`src/rtl/cache_fill_fsm.sv`:
```
// cache_fill_fsm
//   Miss-service controller between a cache (i_cache/d_cache) and the shared
//   pipelined main memory. On a miss, it latches the block address. It then
//   issues one word read per cycle until the whole block has been requested.
//   Returned words are streamed into the cache data array in request order.
//   The last word also writes the tag array and pulses fill_done.
//
// Ports
//   clk                 rising-edge clock
//   rst                 asynchronous reset, active low
//   miss_detected       cache reports a miss this cycle
//   miss_address        byte address that missed
//   memory_data_valid   memory returns one word this cycle (in request order)
//   memory_data         returned word
//   mem_rd_en           memory read request
//   memory_address      byte address of the current request
//   fsm_busy            fill in progress; cache stalls its pipeline
//   write_data_array    write cache_write_data at cache_word_offset
//   write_tag_array     write tag/valid for the latched block
//   cache_word_offset   word index being written
//   cache_write_data    word being written
//   fill_done           one-cycle pulse when the block is complete
module cache_fill_fsm #(
    parameter int ADDR_WIDTH      = 16,
    parameter int DATA_WIDTH      = 16,
    parameter int WORDS_PER_BLOCK = 8,
    localparam int OFS_W          = $clog2(WORDS_PER_BLOCK)
) (
    input  logic                  clk,
    input  logic                  rst,
    input  logic                  miss_detected,
    input  logic [ADDR_WIDTH-1:0] miss_address,
    input  logic                  memory_data_valid,
    input  logic [DATA_WIDTH-1:0] memory_data,
    output logic                  mem_rd_en,
    output logic [ADDR_WIDTH-1:0] memory_address,
    output logic                  fsm_busy,
    output logic                  write_data_array,
    output logic                  write_tag_array,
    output logic [OFS_W-1:0]      cache_word_offset,
    output logic [DATA_WIDTH-1:0] cache_write_data,
    output logic                  fill_done
);

    // Block address width: byte address minus word offset minus byte-in-word bit.
    localparam int BLK_W = ADDR_WIDTH - OFS_W - 1;
    // Counters carry one extra bit so "all words requested" is representable.
    localparam int CNT_W = OFS_W + 1;

    localparam logic [CNT_W-1:0] CNT_ZERO = '0;
    localparam logic [CNT_W-1:0] CNT_ONE  = CNT_W'(1);
    localparam logic [CNT_W-1:0] CNT_FULL = CNT_W'(WORDS_PER_BLOCK);
    localparam logic [CNT_W-1:0] CNT_LAST = CNT_W'(WORDS_PER_BLOCK - 1);

    typedef enum logic {
        IDLE,
        FILL
    } state_t;

    state_t            state, state_next;
    logic [BLK_W-1:0]  base, base_next;
    logic [CNT_W-1:0]  req_cnt, req_cnt_next;
    logic [CNT_W-1:0]  ret_cnt, ret_cnt_next;

    // The word offset and byte-in-word bits of the miss address select nothing:
    // a fill always starts from word 0 of the block.
    logic unused_miss_low;
    assign unused_miss_low = ^miss_address[OFS_W:0];

    // State register plus the latched block address and the two counters.
    // Everything clears asynchronously. Because all outputs are decoded from
    // state, the strobes drop as soon as reset asserts.
    always_ff @(posedge clk or negedge rst) begin
        if (!rst) begin
            state   <= IDLE;
            base    <= '0;
            req_cnt <= '0;
            ret_cnt <= '0;
        end else begin
            state   <= state_next;
            base    <= base_next;
            req_cnt <= req_cnt_next;
            ret_cnt <= ret_cnt_next;
        end
    end

    // Next-state and output decode.
    // The request side and the return side run independently inside FILL.
    // A return may land in the same cycle as a request, and both counters
    // then advance. The fill ends on the last return, not the last request.
    always_comb begin
        state_next        = state;
        base_next         = base;
        req_cnt_next      = req_cnt;
        ret_cnt_next      = ret_cnt;
        mem_rd_en         = 1'b0;
        memory_address    = '0;
        fsm_busy          = 1'b0;
        write_data_array  = 1'b0;
        write_tag_array   = 1'b0;
        cache_word_offset = '0;
        cache_write_data  = '0;
        fill_done         = 1'b0;

        case (state)
            IDLE: begin
                if (miss_detected) begin
                    state_next   = FILL;
                    base_next    = miss_address[ADDR_WIDTH-1:OFS_W+1];
                    req_cnt_next = CNT_ZERO;
                    ret_cnt_next = CNT_ZERO;
                end
            end

            FILL: begin
                fsm_busy = 1'b1;

                // req_cnt stops at CNT_FULL, which ends the request burst.
                if (req_cnt < CNT_FULL) begin
                    mem_rd_en      = 1'b1;
                    memory_address = {base, req_cnt[OFS_W-1:0], 1'b0};
                    req_cnt_next   = req_cnt + CNT_ONE;
                end

                cache_word_offset = ret_cnt[OFS_W-1:0];
                cache_write_data  = memory_data;

                if (memory_data_valid) begin
                    write_data_array = 1'b1;
                    ret_cnt_next     = ret_cnt + CNT_ONE;
                    if (ret_cnt == CNT_LAST) begin
                        write_tag_array = 1'b1;
                        fill_done       = 1'b1;
                        state_next      = IDLE;
                    end
                end
            end

            default: begin
                state_next = IDLE;
            end
        endcase
    end

endmodule

```
`config.mk`:
```
export PLATFORM = sky130hd
export DESIGN_NAME = cache_fill_fsm
export DESIGN_NICKNAME = d
export VERILOG_FILES = /design/src/rtl/cache_fill_fsm.sv
export SDC_FILE = /design/constraint.sdc
export NUM_CORES = 1
export LEC_CHECK = 0
export ABC_AREA = 1
export BUFFER_PORTS_ARGS = -buffer_cell sky130_fd_sc_hd__buf_2
export CORE_ASPECT_RATIO = 0.5
export CORE_MARGIN = 2
export CORE_UTILIZATION = 39
export CTS_BUF_LIST = sky130_fd_sc_hd__clkbuf_8
export DETAILED_ROUTE_END_ITERATION = 10
export GPL_TIMING_DRIVEN = 0
export PLACE_DENSITY = 0.85
export SLEW_MARGIN = 20
export SYNTH_ARGS = -nofsm -noshare
export SYNTH_HDL_FRONTEND = slang
export SYNTH_SLANG_ARGS = --single-unit
```
`constraint.sdc`:
```
create_clock -name clk -period 1.3 [get_ports clk]
set_clock_uncertainty 0.15 [all_clocks]
set_input_delay 0.13 -clock clk [delete_from_list [all_inputs] [get_ports clk]]
set_output_delay 0.13 -clock clk [all_outputs]
set_load 0.01 [all_outputs]
```
==> run metrics <==
Max Slew Vio Count 0; Sink Count 21; layout cells sized above 1 64.3%; vias in the first global route 1337; crit path DAT 1.33 ns; outcome complete, but fails checks; RSZ-0062 raised after global routing true; Iter 0 DRT Violations 135; P&R area growth vs syn 112%; failing checks negative setup slack; synth unique cells 21; Cell Area, Synth 1150 um^2; gr usage total 24.9%; initial antenna violation count 0; DP HPWL 2190 um; Cell Count, Final, Fillers Out 317; total CTS buffers 3; Finished Core Util 90.6%; DP Worst Slack -0.109 ns; Congestion Overflow GR 0; leading area contributor after synthesis dfrtp_1; Leak Pwr 1.38 nW; via count 1635; multiplexer share of the synthesized area 0%; Mapped Cells 163; clk slew on worst S/H paths 0.08 ns; asr flop ratio synth 100%; Post-Synth Simple-Gate Area 26.4%; final hold slack 0.211 ns; Yosys reg bits 21; htree depth 1; sequential cell area fraction in the yosys report 45.6%; CTS Buffer Depth 2; count leader, synth nand2_1; Skew-Pair Late Insertion Delay 0.27 ns; wire per inst 18.5 um; Yosys warnings 0; Total Neg Setup Slack -10.77 ns; largest fanout on the critical path 3; leading post-synthesis cells by cell area dfrtp_1 46%, nand2_1 14%, inv_1 12%, nor2_1 6.5%, o21ai_1 5.6%; Placed Cells 270; Crit Path Class reg -> out; DRC violations left 0; CP Capture Type output port; Filler Cell Count 100; initial core utilization 42.7%; Post-Syn Nets 201; row cnt 13; die height 42.5 um; Max Clock Freq 621 MHz; drt total wl 5860 um; min Tclk post-route 1.61 ns; Final Hold Fails 0; Post-Synth XOR/XNOR Area 0%; Final WS setup -0.309 ns; P per Cell Area 1890 nW/um^2; dominant synthesized flop cell dfrtp_1; DIE AREA 3440 um^2; Post-synth top cells 44 x nand2_1, 37 x inv_1, 21 x dfrtp_1; Die Wd 80.9 um; # diodes 0; FF+latch area 527 um^2; router iterations before antenna repair 4; area of the multi-input gates 692 um^2; Vias/cell 5.16; CTS Root Cell clkbuf_8; final-report setup violation count 58; startpoint types flop; Synth top area share 45.6%; total of max-cap violations 0; I/O Pins 76; Total Nets Final 319; core region area 2700 um^2; Routed Antenna Nets 0; Post-Syn Area per Cell 7.08 um^2; Post-Synth Adder-Cell Area 2.17%; TritonCTS clock tree done; Synth Area in Compound Gates 8.46%; crit share post-route 124%; Buffers on Ports 70; global-route wire length before repair 6290 um; Peak VDD IR 1380 uV; largest family of logic cells by synthesized area simple AND/OR/NAND/NOR gates; final weighted congestion in routability-driven placement 0.836; largest net degree at the start of global routing 22; Hold WC Path Type in -> async; EDFF count, synth 0; required time of the critical path 1.02 ns
[layer usage]
| metal | GRT usage, % | vias to the layer above | routed length (um) | share of wire, % |
|---|---|---|---|---|
| met4 | 9.15 | 0 | 323 | 5.5 |
| met2 | 45.0 | 134 | 2660 | 45 |
| li1 | - | 714 | - | - |
| met5 | 0 | - | 0 | 0 |
| met1 | 28.8 | 756 | 2190 | 37 |
| met3 | 6.03 | 31 | 688 | 12 |
[flip-flops by register name, summed over array words and instances, names as in the netlist]
signal / count
ret_cnt: 4
base: 12
state: 1
req_cnt: 4
[timing repair]
action / in CTS / in global routing
gates resized for setup: 29 / 112
hold buffers: 14 / 0
endpoints found under the setup margin: 51 / 56
pin swaps: 4 / 6
buffers inserted: 12 / 15
endpoints found under the hold margin: 34 / 0
cloned: 1 / 3
[cells by family (layout without fill, tap and decap cells)]
kind of cell             count (synthesis)  count (layout)
flip-flops                              21              21
buffers and inverters                   46             163
adder cells (fa/ha/maj)                  2               2
AO/OA/AOI/OAI                           18              18
AND/OR/NAND/NOR                         75              75
other                                    1               1
[through the flow]
stage | power (mW) | instance area (um^2)
final | 4.63 | 2450
after global routing | 4.84 | 2450
after CTS | 3.41 | 1930
after detailed placement | 2.59 | 1560
after global placement | 2.53 | 1560
after floorplan | 2.04 | 1160
[final cells by class]
| type | count | area share [%] |
|---|---|---|
| timing repair buffer | 113 | 36.1 |
| multi-input combinational | 96 | 28.3 |
| sequential | 21 | 21.5 |
| inverter | 39 | 6.70 |
| buffer | 7 | 3.63 |
| tap | 37 | 1.89 |
| clock buffer | 3 | 1.69 |
| clock inverter | 1 | 0.205 |
[layout by cell type (no fill, tap or decap)]
cell type	n
buf_2	54
buf_6	32
inv_1	28
nand2_1	20
dfrtp_1	20
nand2_2	16
buf_4	16
dlygate4sd3_1	14
o21ai_2	13
nor2_1	9
inv_2	8
nand2_4	8
nor2_4	7
nor2_2	5
nand3_1	4
o21ai_1	3
clkbuf_8	3
inv_4	2
buf_12	2
nand3_2	2
ha_2	2
nor3_4	1
nand2_8	1
clkinv_8	1
o22ai_4	1
nor3_2	1
a21oi_1	1
or2_4	1
conb_1	1
clkinv_2	1
buf_8	1
clkbuf_16	1
dfrtp_2	1
[report_power, final]
part           internal, mW  switching [mW]  total, mW  leakage, nW
combinational          1.38            1.60       2.98         1.11
sequential            0.961           0.243       1.20        0.239
clock                 0.215           0.233      0.447       0.0255
total                  2.55            2.08       4.63         1.38
[worst max-delay path, cell delays in order (launching register included)]
cell	delay, ns
dfrtp_1	0.39
ha_2	0.20
nand2_2	0.07
nor3_4	0.16
buf_4	0.14
buf_6	0.09
[worst paths after layout]
check | from | endpoint | slack (ns) | cells after the start
setup / recovery | ret_cnt[1] | write_tag_array | -0.31 | 5
hold / removal | rst | base[10] | 0.21 | 2
setup reg to reg | state | req_cnt[3] | -0.17 | 7
hold reg to reg | base[3] | base[3] | 0.42 | 2
max in group asynchronous | rst | state | 0.43 | 2
min in group clk | memory_data_valid | state | 0.23 | 5
(Power assumes the default switching activity.)
